[config.mk]
export PLATFORM = sky130hd
export DESIGN_NAME = sirv_plic_claim_master
export DESIGN_NICKNAME = d
export VERILOG_FILES = /design/src/rtl/sirv_plic_claim_master.sv
export SDC_FILE = /design/constraint.sdc
export NUM_CORES = 1
export LEC_CHECK = 0
export BUFFER_PORTS_ARGS = -buffer_cell sky130_fd_sc_hd__buf_2
export CAP_MARGIN = 20
export CORE_MARGIN = 3
export CORE_UTILIZATION = 40
export DETAILED_ROUTE_END_ITERATION = 8
export HOLD_SLACK_MARGIN = 0.12
export PLACE_DENSITY = 0.85
export SLEW_MARGIN = 20
export SYNTH_ARGS = -nofsm -noshare
export SYNTH_HDL_FRONTEND = slang
export SYNTH_SLANG_ARGS = --single-unit
export TNS_END_PERCENT = 50
[constraint.sdc]
create_clock -name clk -period 4.2 [get_ports clk]
set_input_delay 0.84 -clock clk [delete_from_list [all_inputs] [get_ports clk]]
set_output_delay 0.84 -clock clk [all_outputs]
set_load 0.1 [all_outputs]
[src/rtl/sirv_plic_claim_master.sv]
// ============================================================================
// Module   : sirv_plic_claim_master
// Purpose  : ICB initiator that claims PLIC interrupts, hands the ID to a local
//            handler and writes the ID back to complete it.
// Revision : 1.0 - initial release
// ============================================================================
`default_nettype none

module sirv_plic_claim_master #(
    parameter logic [31:0] CLAIM_ADDR = 32'h0C20_0004,
    parameter int          IRQ_ID_W   = 6
) (
    input  logic                clk,
    input  logic                rst_n,
    input  logic                en,
    input  logic                plic_irq,
    output logic                o_icb_cmd_valid,
    input  logic                o_icb_cmd_ready,
    output logic [31:0]         o_icb_cmd_addr,
    output logic                o_icb_cmd_read,
    output logic [31:0]         o_icb_cmd_wdata,
    input  logic                o_icb_rsp_valid,
    output logic                o_icb_rsp_ready,
    input  logic [31:0]         o_icb_rsp_rdata,
    input  logic                o_icb_rsp_err,
    output logic                irq_id_valid,
    input  logic                irq_id_ready,
    output logic [IRQ_ID_W-1:0] irq_id,
    input  logic                irq_done,
    output logic                busy,
    output logic                err,
    output logic [7:0]          spur_cnt
);

    localparam int c_WDATA_PAD = 32 - IRQ_ID_W;

    typedef enum logic [2:0] {
        S_IDLE      = 3'd0,
        S_CLM_CMD   = 3'd1,
        S_CLM_RSP   = 3'd2,
        S_DISPATCH  = 3'd3,
        S_WAIT_DONE = 3'd4,
        S_CMP_CMD   = 3'd5,
        S_CMP_RSP   = 3'd6
    } state_t;

    state_t              r_state;
    state_t              w_state_nxt;
    logic [IRQ_ID_W-1:0] r_irq_id;
    logic [7:0]          r_spur_cnt;
    logic                r_err;

    logic [IRQ_ID_W-1:0] w_claim_id;
    logic                w_claim_zero;
    logic                w_claim_rsp;
    logic                w_unused_rdata;

    // Only the low ID bits of the claim word carry meaning.
    assign w_claim_id     = o_icb_rsp_rdata[IRQ_ID_W-1:0];
    assign w_claim_zero   = (w_claim_id == '0);
    assign w_claim_rsp    = (r_state == S_CLM_RSP) && o_icb_rsp_valid && !o_icb_rsp_err;
    assign w_unused_rdata = ^o_icb_rsp_rdata[31:IRQ_ID_W];

    always_ff @(posedge clk or negedge rst_n) begin
        if (!rst_n) begin
            r_state    <= S_IDLE;
            r_irq_id   <= '0;
            r_spur_cnt <= 8'd0;
            r_err      <= 1'b0;
        end else begin
            r_state <= w_state_nxt;
            r_err   <= o_icb_rsp_valid && o_icb_rsp_ready && o_icb_rsp_err;
            if (w_claim_rsp && !w_claim_zero) begin
                r_irq_id <= w_claim_id;
            end
            if (w_claim_rsp && w_claim_zero && (r_spur_cnt != 8'hFF)) begin
                r_spur_cnt <= r_spur_cnt + 8'd1;
            end
        end
    end

    always_comb begin
        w_state_nxt = r_state;
        case (r_state)
            S_IDLE: begin
                if (en && plic_irq) w_state_nxt = S_CLM_CMD;
            end
            S_CLM_CMD: begin
                if (o_icb_cmd_ready) w_state_nxt = S_CLM_RSP;
            end
            S_CLM_RSP: begin
                if (o_icb_rsp_valid) begin
                    // Errored or spurious claims have nothing to complete.
                    if (o_icb_rsp_err || w_claim_zero) w_state_nxt = S_IDLE;
                    else                               w_state_nxt = S_DISPATCH;
                end
            end
            S_DISPATCH: begin
                if (irq_id_ready) w_state_nxt = S_WAIT_DONE;
            end
            S_WAIT_DONE: begin
                if (irq_done) w_state_nxt = S_CMP_CMD;
            end
            S_CMP_CMD: begin
                if (o_icb_cmd_ready) w_state_nxt = S_CMP_RSP;
            end
            S_CMP_RSP: begin
                if (o_icb_rsp_valid) w_state_nxt = S_IDLE;
            end
            default: w_state_nxt = S_IDLE;
        endcase
    end

    // All handshake outputs decode from registered state only.
    always_comb begin
        o_icb_cmd_valid = 1'b0;
        o_icb_cmd_read  = 1'b1;
        o_icb_cmd_wdata = 32'd0;
        o_icb_rsp_ready = 1'b0;
        irq_id_valid    = 1'b0;
        case (r_state)
            S_CLM_CMD: o_icb_cmd_valid = 1'b1;
            S_CLM_RSP: o_icb_rsp_ready = 1'b1;
            S_DISPATCH: irq_id_valid   = 1'b1;
            S_CMP_CMD: begin
                o_icb_cmd_valid = 1'b1;
                o_icb_cmd_read  = 1'b0;
                o_icb_cmd_wdata = {{c_WDATA_PAD{1'b0}}, r_irq_id};
            end
            S_CMP_RSP: o_icb_rsp_ready = 1'b1;
            default: ;
        endcase
    end

    assign o_icb_cmd_addr = CLAIM_ADDR;
    assign irq_id         = r_irq_id;
    assign busy           = (r_state != S_IDLE);
    assign err            = r_err;
    assign spur_cnt       = r_spur_cnt;

endmodule

`default_nettype wire

==> flow_summary.json <==
{
  "grt_start_max_net_pins": 19,
  "htreeDepth": 1,
  "gp_routability_congestion": 0.785,
  "area_delta_synth_final_pct": 2.17,
  "synth_cell_types": 32,
  "worstSetupPathType": "register to output port",
  "wl_um": 2450,
  "rsz0062_at_grt": "no",
  "vias": 950,
  "power_uw": 1160,
  "maxCapViolCount": 0,
  "rrSetupSlack_ns": 2.29,
  "synthCells": 149,
  "slowest_delay_ns": 0.50,
  "grt_pass1_wl_um": 3640,
  "cts_buffers": 3,
  "crit_path_cell_trace": "nor2b_1 -> and3_1 -> buf_2",
  "yosysSeqAreaShare": 0.325,
  "hp-class": "input port to asynchronous set/reset pin",
  "crit_family": "simple AND/OR/NAND/NOR gates",
  "coreArea_sq_um": 3180,
  "min_period_ns": 2.75,
  "cp-start-kind": "register",
  "nets": 230,
  "final_common_cell": "conb_1",
  "ff2ff_path_depth": 4,
  "fin_util": 0.445,
  "portBuffers": 40,
  "cp_data_required_time_ns": 3.36,
  "grt_pass1_vias": 790,
  "clock_sinks": 18,
  "post-cts-setup-buffer-count": 0,
  "diodes": 0,
  "met1_usage": 0.136,
  "post_dp_cell_area_sq_um": 1390,
  "vias_per_cell": 4.13,
  "clock-root-buffer": "clkbuf_4",
  "clock.fmax_mhz": 364,
  "path_max_fanout": 10,
  "hpwl_um": 2040,
  "avgSynthCellArea_sq_um": 9.30,
  "crit_arrival_ns": 1.91,
  "relSlewSlack": 0.629,
  "grt_usage": 0.108,
  "drv_slew": 0,
  "power.density_nw_per_um2": 822,
  "layout_common_cells": "conb_1, buf_2, dfrtp_1",
  "synth-seq-cells": 18,
  "yosys_warnings": 0,
  "dieWidth_um": 64.8,
  "grt_busiest_layer": "met2",
  "cts_hold_buf": 0,
  "outcome": "finished clean",
  "power.leakage_uw": 0.000831,
  "design_area_sq_um": 1420,
  "cts.clk_slew.worst_paths_ns": 0.10,
  "grt_use_met2": 0.189,
  "cts_resized": 0,
  "finalSetupViolations": 0,
  "worstMarginPinSlew_ns": 0.556,
  "clockBufferDepth": 2,
  "ir_worst_vdd_mv": 0.661,
  "rows": 20,
  "final_antenna_net_count": 0,
  "hold_violations": 0,
  "ys.flop_type": "dfrtp_1",
  "first_pass_iters": 2,
  "slowest_stage": "dfrtp_1",
  "clk_latency_ns": 0.28,
  "initial_utilization": 0.436,
  "route.detailed.drc": 0,
  "grt.overflow.total": 0,
  "boundaryPins": 125,
  "drive_above_1_share": 0.290,
  "path_buf_inv": 1,
  "antenna_found_initial": 0,
  "wire_per_inst_um": 10.7,
  "grtUsageMet3": 0.0277,
  "initialDrtViolationCount": 22,
  "synthArstFlopShare": 1.00,
  "synth_edf_count": 0,
  "fp.dieH_um": 64.8,
  "period_share": 0.655,
  "crit-reg2reg-capture": "irq_id[3]",
  "n_fill_cell": 324,
  "tns_ns": 0,
  "dieArea_sq_um": 4200,
  "crit_path_end_kind": "output port",
  "cts_tree": "built",
  "r2r_start": "r_state[2]",
  "syn_area_sq_um": 1390,
  "skew_ns": 0.00323
}
state kept, by name (all words and copies together), names as in the netlist:
| register | flops |
|---|---|
| spur_cnt | 8 |
| irq_id | 6 |
| err | 1 |
| r_state | 3 |
worst max-delay path by stage:
stage / startpoint / endpoint / slack, ns / cells past startpoint
finish: r_state[0] / o_icb_cmd_wdata[1] / 1.45 / 3
global route: r_state[0] / o_icb_cmd_wdata[5] / 1.27 / 3
CTS: r_state[0] / o_icb_cmd_wdata[5] / 1.42 / 3
detailed placement: r_state[0] / o_icb_cmd_wdata[0] / 1.75 / 3
global placement: r_state[0] / o_icb_cmd_wdata[0] / 1.74 / 3
floorplan: r_state[1] / o_icb_cmd_wdata[0] / 0.82 / 4
cells in the mapped netlist (2+ instances only):
cell type / count / area (sq um)
buf_4: 58 / 435
dfrtp_1: 18 / 450
mux2_2: 8 / 90.1
nand2_1: 8 / 30.0
nor2_1: 8 / 30.0
and3_1: 6 / 37.5
a21oi_1: 5 / 25.0
xor2_1: 5 / 43.8
clkbuf_1: 3 / 11.3
nand3_1: 3 / 15.0
conb_1: 2 / 7.51
nor2b_1: 2 / 12.5
nor3_1: 2 / 10.0
nor4_1: 2 / 12.5
o21ai_0: 2 / 10.0
power by group:
part / internal [uW] / switching [uW]
clock network: 33.2 / 48.6
logic: 98.1 / 717
registers: 215 / 52.2
total: 346 / 818
cell type report:
type                    count  area (sq um)  area share
repair buffers             40           200       0.141
multi-input cells         124           683       0.483
inverters                   1          3.75     0.00265
flip-flops and latches     18           450       0.318
well taps                  44          55.1      0.0389
clock buffers               3          22.5      0.0159
cells by family (layout without fill, tap and decap cells):
kind of cell | after synthesis | after routing | share of synthesized area
compound gates | 11 | 11 | 0.0506
xor+xnor | 5 | 5 | 0.0316
fa+ha+maj | 1 | 1 | 0.00903
buf+inv | 63 | 44 | 0.333
flops | 18 | 18 | 0.325
mux | 8 | 8 | 0.0650
other cells | 2 | 58 | 0.00542
simple gates | 41 | 41 | 0.180
per-stage QoR:
stage	std cells	hold WS, ns	worst slack (ns)
after global placement	227	0.495	1.74
after global routing	230	0.482	1.27
final	230	0.469	1.45
after CTS	230	0.487	1.42
after floorplan	205	0.529	0.823
after detailed placement	227	0.505	1.75
worst register-to-register path, cell delays in order (launching register included):
cell and delay (ns):
dfrtp_1 0.54, nor2_1 0.32, nand2_1 0.09, a21oi_1 0.45, mux2_2 0.40
per-layer routing:
layer  vias to the layer above  routed length [um]
li1                        456                   -
met1                       450                 929
met5                         -                   0
met2                        44                1330
met4                         0                   0
met3                         0                 196
Power figures use the tool's default switching activity.
